$ cat src/rtl/branch_flow_controller.sv
// branch_flow_controller: decode-stage control-flow sequencer.
// Holds conditional branches until all in-flight flag writers have retired.
// On a taken branch it issues a single-cycle PC redirect and then a fetch
// flush of fixed length.
// Handshake: stall_decode is a hold request to decode/fetch. While it is
// high, the instruction in decode must stay put. redirect_pc is a one-cycle
// strobe with no back-pressure. flush_fetch is a level that invalidates
// fetch/decode for as long as it is high.
module branch_flow_controller #(
  parameter int FLUSH_CYCLES = 2,
  parameter int PEND_WIDTH   = 3
) (
  input  logic                  clock,
  input  logic                  reset,
  input  logic                  decode_valid,
  input  logic [31:0]           decode_operation,
  input  logic                  take_branch_target,
  input  logic                  flag_writer_issue,
  input  logic                  flag_writer_retire,
  output logic                  stall_decode,
  output logic                  redirect_pc,
  output logic                  flush_fetch,
  output logic [PEND_WIDTH-1:0] pending_flag_writers,
  output logic                  pending_overflow,
  output logic [15:0]           taken_count,
  output logic [1:0]            fsm_state
);

  typedef enum logic [1:0] {
    IDLE       = 2'd0,
    WAIT_FLAGS = 2'd1,
    REDIRECT   = 2'd2,
    FLUSH      = 2'd3
  } state_e;

  // Flush cycles are counted including the redirect cycle, so the last
  // FLUSH cycle is reached when the counter equals FLUSH_CYCLES-1.
  localparam logic [3:0] FLUSH_LAST = 4'(FLUSH_CYCLES - 1);

  state_e                state_q, state_d;
  logic [3:0]            flush_cnt_q, flush_cnt_d;
  logic [PEND_WIDTH-1:0] pend_q, pend_d;
  logic                  ovf_q, ovf_d;
  logic [15:0]           taken_q, taken_d;

  logic is_branch, is_cond, pend_zero, pend_max;
  logic unused_op_bits;

  assign is_branch = decode_valid &&
                     (decode_operation[7:0] == 8'h38 || decode_operation[7:0] == 8'h42);
  assign is_cond   = decode_valid && decode_operation[7:0] == 8'h38 &&
                     decode_operation[9:8] != 2'b00;
  assign pend_zero = (pend_q == '0);
  assign pend_max  = &pend_q;
  assign unused_op_bits = ^decode_operation[31:10];

  // In-flight flag-writer counter. It saturates at both ends, and an issue
  // that arrives while the counter is full sets the sticky overflow flag.
  always_comb begin
    pend_d = pend_q;
    ovf_d  = ovf_q;
    if (flag_writer_issue && !flag_writer_retire) begin
      if (pend_max) ovf_d = 1'b1;
      else          pend_d = pend_q + PEND_WIDTH'(1);
    end else if (flag_writer_retire && !flag_writer_issue && !pend_zero) begin
      pend_d = pend_q - PEND_WIDTH'(1);
    end
  end

  // Next-state and output decode for the branch sequencer.
  always_comb begin
    state_d      = state_q;
    flush_cnt_d  = flush_cnt_q;
    taken_d      = taken_q;
    stall_decode = 1'b0;
    redirect_pc  = 1'b0;
    flush_fetch  = 1'b0;
    unique case (state_q)
      IDLE: begin
        if (is_cond && !pend_zero) begin
          stall_decode = 1'b1;
          state_d      = WAIT_FLAGS;
        end else if (is_branch && take_branch_target) begin
          state_d = REDIRECT;
        end
      end
      WAIT_FLAGS: begin
        stall_decode = 1'b1;
        if (!decode_valid) begin
          state_d = IDLE;
        end else if (pend_zero) begin
          // The flags are current in this cycle, so the resolution result is final.
          state_d = take_branch_target ? REDIRECT : IDLE;
        end
      end
      REDIRECT: begin
        redirect_pc = 1'b1;
        flush_fetch = 1'b1;
        taken_d     = taken_q + 16'd1;
        flush_cnt_d = 4'd1;
        state_d     = (FLUSH_CYCLES > 1) ? FLUSH : IDLE;
      end
      FLUSH: begin
        flush_fetch = 1'b1;
        if (flush_cnt_q >= FLUSH_LAST) state_d = IDLE;
        else                           flush_cnt_d = flush_cnt_q + 4'd1;
      end
      default: state_d = IDLE;
    endcase
  end

  // State registers with synchronous reset.
  always_ff @(posedge clock) begin
    if (reset) begin
      state_q     <= IDLE;
      flush_cnt_q <= '0;
      pend_q      <= '0;
      ovf_q       <= 1'b0;
      taken_q     <= '0;
    end else begin
      state_q     <= state_d;
      flush_cnt_q <= flush_cnt_d;
      pend_q      <= pend_d;
      ovf_q       <= ovf_d;
      taken_q     <= taken_d;
    end
  end

  assign pending_flag_writers = pend_q;
  assign pending_overflow     = ovf_q;
  assign taken_count          = taken_q;
  assign fsm_state            = state_q;

endmodule

$ cat config.mk
export PLATFORM = sky130hd
export DESIGN_NAME = branch_flow_controller
export DESIGN_NICKNAME = d
export VERILOG_FILES = /design/src/rtl/branch_flow_controller.sv
export SDC_FILE = /design/constraint.sdc
export NUM_CORES = 1
export LEC_CHECK = 0
export CORE_MARGIN = 2
export CORE_UTILIZATION = 43
export CTS_BUF_LIST = sky130_fd_sc_hd__clkbuf_8
export CTS_CLUSTER_DIAMETER = 200
export DETAILED_ROUTE_END_ITERATION = 8
export PLACE_DENSITY = 0.83
export SYNTH_ARGS = -nofsm -noshare
export SYNTH_HDL_FRONTEND = slang
export SYNTH_SLANG_ARGS = --single-unit
$ cat constraint.sdc
create_clock -name clock -period 1.96 [get_ports clock]
set_input_delay 0.196 -clock clock [delete_from_list [all_inputs] [get_ports clock]]
set_output_delay 0.196 -clock clock [all_outputs]
set_load 0.1 [all_outputs]
==> Implementation_results.wiki <==
{| class="wikitable"
! Metric !! Value
|-
| Status || finished, final reports clean
|-
| Htree depth || 1
|-
| Synthesized area divided by synthesized cell count || 9.10 um^2
|-
| P&R area growth vs syn || 40.3%
|-
| Register area share after synthesis || 0.376
|-
| Required time of the critical path || between 1.5 and 2 ns
|-
| Worst-path fanout max || 2
|-
| Fraction of the cycle the final worst path needs || 0.975
|-
| Max cap viols || 0
|-
| Number of vias per cell || about 5.3
|-
| Vertical extent of the die || 60.7 um
|-
| Initial standard-cell utilization of the core || 0.453
|-
| Max Freq || approximately 0.52 GHz
|-
| Count of warnings emitted by yosys || 0
|-
| Die footprint || between 0.003 and 0.004 mm^2
|-
| Placed Area || between 0.0015 and 0.002 mm^2
|-
| Arrival time of data at the critical path endpoint || about 1.7 ns
|-
| Commonest cells after routing, fill and taps aside || buf_4, nor2_1, clkdlybuf4s50_1
|-
| Worst Max-Slew Pin Slew || approximately 0.67 ns
|-
| Layout cells sized above 1 || 0.328
|-
| Antenna-violating nets left || 0
|-
| Initial antenna violation count || 0
|-
| Number of hold-repair buffers added at the cts stage || 0
|-
| Worst hold margin || about 0.46 ns
|-
| Global-route congestion overflow total || 0
|-
| Largest vdd supply drop || ~300 uV
|-
| Average routed wire per standard cell || approximately 14 um
|-
| Gr usage total || 0.191
|-
| Detailed placement HPWL || approximately 2500 um
|-
| Library cell used as clock root buffer || clkbuf_8
|-
| Pin count of the biggest net entering global routing || 20
|-
| Starting DRT DRC Count || 48
|-
| Total number of placement rows || 20
|-
| Hold Vio Cnt, Final || 0
|-
| Flops & latches, synth || 26
|-
| Clock latency on the worst-skew pair || 0.28 ns
|-
| Worst setup path class || input pin to output port
|-
| Most used flip-flop cell after synthesis || dfxtp_1
|-
| Buffers added on ports || 40
|-
| Post-Place Setup Slack || -0.0187 ns
|-
| Synth async-reset ratio || 0
|-
| Number of design rule violations left after detail routing || 0
|-
| Synthesized cell area || approximately 0.0014 mm^2
|-
| Hold Path Class || flop to flop
|-
| Number of enable-type register cells in the synthesized netlist || 0
|-
| Number of antenna repair diodes || 0
|-
| Maximum clock insertion buffer count || 2
|-
| Post-route clock skew || about 0.0034 ns
|-
| CTS tree || yes
|-
| Global-route wire length before repair || around 5300 um
|-
| Post-CTS repair timing setup buffer count || 0
|-
| Most Crowded Layer GR || met2
|-
| Count of vias placed by the detailed router || 1263
|-
| Post-route design area || between 0.0015 and 0.002 mm^2
|-
| Die Width || between 60 and 70 um
|-
| Num CTS Buffers || 3
|-
| Aggregate routed wire length || approximately 3300 um
|-
| Met2 Resource Use GR || 0.315
|-
| # setup viols final || 0
|-
| Global placement routability congestion || roughly 0.8
|-
| Worst setup EP type || output port
|-
| Placeable core region || around 0.003 mm^2
|-
| Worst slew margin || 0.553
|-
| Unrepaired setup endpoints after global routing || no
|-
| Cells after Synth || between 150 and 200
|-
| P per Cell Area || around 660 mW/mm^2
|-
| Number of different library cells in the post-synthesis netlist || 44
|-
| Leakage || between 0.8 and 0.9 nW
|-
| Time the final worst path needs with I/O delays and setup || approximately 1.9 ns
|-
| Synthesized netlist net count || roughly 200
|-
| Top-level port count || 63
|-
| Final-report max-slew violation count || 0
|-
| Via count of the first global-routing pass || between 1000 and 1500
|-
| Most frequent standard cell in the layout excluding fill and tap cells || buf_4
|-
| Critical path startpoint category || input pin
|-
| Final WS setup || approximately 0.05 ns
|-
| Met3 global-route usage || 0.0448
|-
| Number of detailed-routing iterations run before antenna repair || 4
|-
| Number of nets at the end of the flow || 240
|-
| CTS sink cnt || 26
|-
| Clk slew on worst S/H paths || 0.09 ns
|-
| Met1 usage || 0.238
|}
==> sequential cells by signal (all words and copies together), names as in the netlist <==
name,flops
flush_cnt_q,4
fsm_state,2
pending_flag_writers,3
pending_overflow,1
taken_count,16
==> timing repair <==
action	CTS	global route
pin swaps	0	2
hold endpoints to repair	0	0
gates resized for setup	2	3
setup endpoints to repair	1	1
==> power by group <==
group          internal, W  switching [W]  leakage, nW
clock network     0.000274       0.000180       0.0357
logic            0.0000999       0.000161        0.551
registers         0.000543      0.0000232        0.219
total             0.000916       0.000364        0.806
==> critical path, cell delays in order <==
cell,delay (ns)
clkdlybuf4s50_1,0.42
or3_4,0.38
or3_4,0.36
a21oi_4,0.18
buf_12,0.18
==> area by class of cell <==
class                      instances  area [um^2]
fill                             248         1110
multi-input combinational        111          828
sequential                        26          553
timing repair buffer              45          400
tap                               44         55.1
clock buffer                       3         41.3
inverter                           9         33.8
clock inverter                     1         30.0
==> synth_stat cells, drive strengths merged (2+ instances only) <==
| library cell | count | area (um^2) |
|---|---|---|
| dfxtp | 26 | 521 |
| nor2 | 26 | 97.6 |
| inv | 9 | 33.8 |
| xnor2 | 8 | 70.1 |
| nand3 | 6 | 42.5 |
| a21oi | 5 | 25.0 |
| buf | 5 | 22.5 |
| ha | 5 | 62.6 |
| nand4 | 5 | 46.3 |
| nor3 | 5 | 25.0 |
| or3 | 5 | 32.5 |
| mux2i | 4 | 40.0 |
| nand2 | 4 | 15.0 |
| nor2b | 4 | 25.0 |
| xor2 | 4 | 35.0 |
| a31o | 3 | 26.3 |
| a31oi | 3 | 18.8 |
| nand2b | 3 | 18.8 |
| nor4 | 3 | 48.8 |
| mux2 | 2 | 26.3 |
==> layer usage <==
metal | routed length, um | share of wire
met1 | 1400 | 0.42
met2 | 1660 | 0.50
met3 | 190 | 0.057
met4 | 49 | 0.015
met5 | 0 | 0
==> through the flow <==
step / std cells / setup TNS [ns] / utilization / total power, W
5_1_grt: 239 / 0 / 0.636 / 0.00133
4_1_cts: 239 / 0 / 0.633 / 0.00128
3_5_place_dp: 235 / -0.0187 / 0.606 / 0.000829
3_3_place_gp: 235 / -0.0273 / 0.606 / 0.000820
6_report: 239 / 0 / 0.636 / 0.00128
2_1_floorplan: 152 / -0.270 / - / 0.000749
==> logic make-up (layout without fill, tap and decap cells) <==
logic type | Yosys count | count (layout) | share of synthesized area
simple gates | 68 | 68 | 0.297
flops | 26 | 26 | 0.376
compound gates | 19 | 19 | 0.0995
buf+inv | 15 | 58 | 0.0443
xor+xnor | 12 | 12 | 0.0759
fa+ha+maj | 6 | 6 | 0.0597
mux | 6 | 6 | 0.0479
==> worst paths after layout <==
path	startpoint	endpoint	slack (ns)	depth (start not counted)
max	decode_operation[2]	stall_decode	0.05	5
min	flush_cnt_q[3]	flush_cnt_q[3]	0.46	1
max reg2reg	flush_cnt_q[1]	fsm_state[1]	0.17	6
min reg2reg	flush_cnt_q[3]	flush_cnt_q[3]	0.46	1
Power figures use the tool's default switching activity.
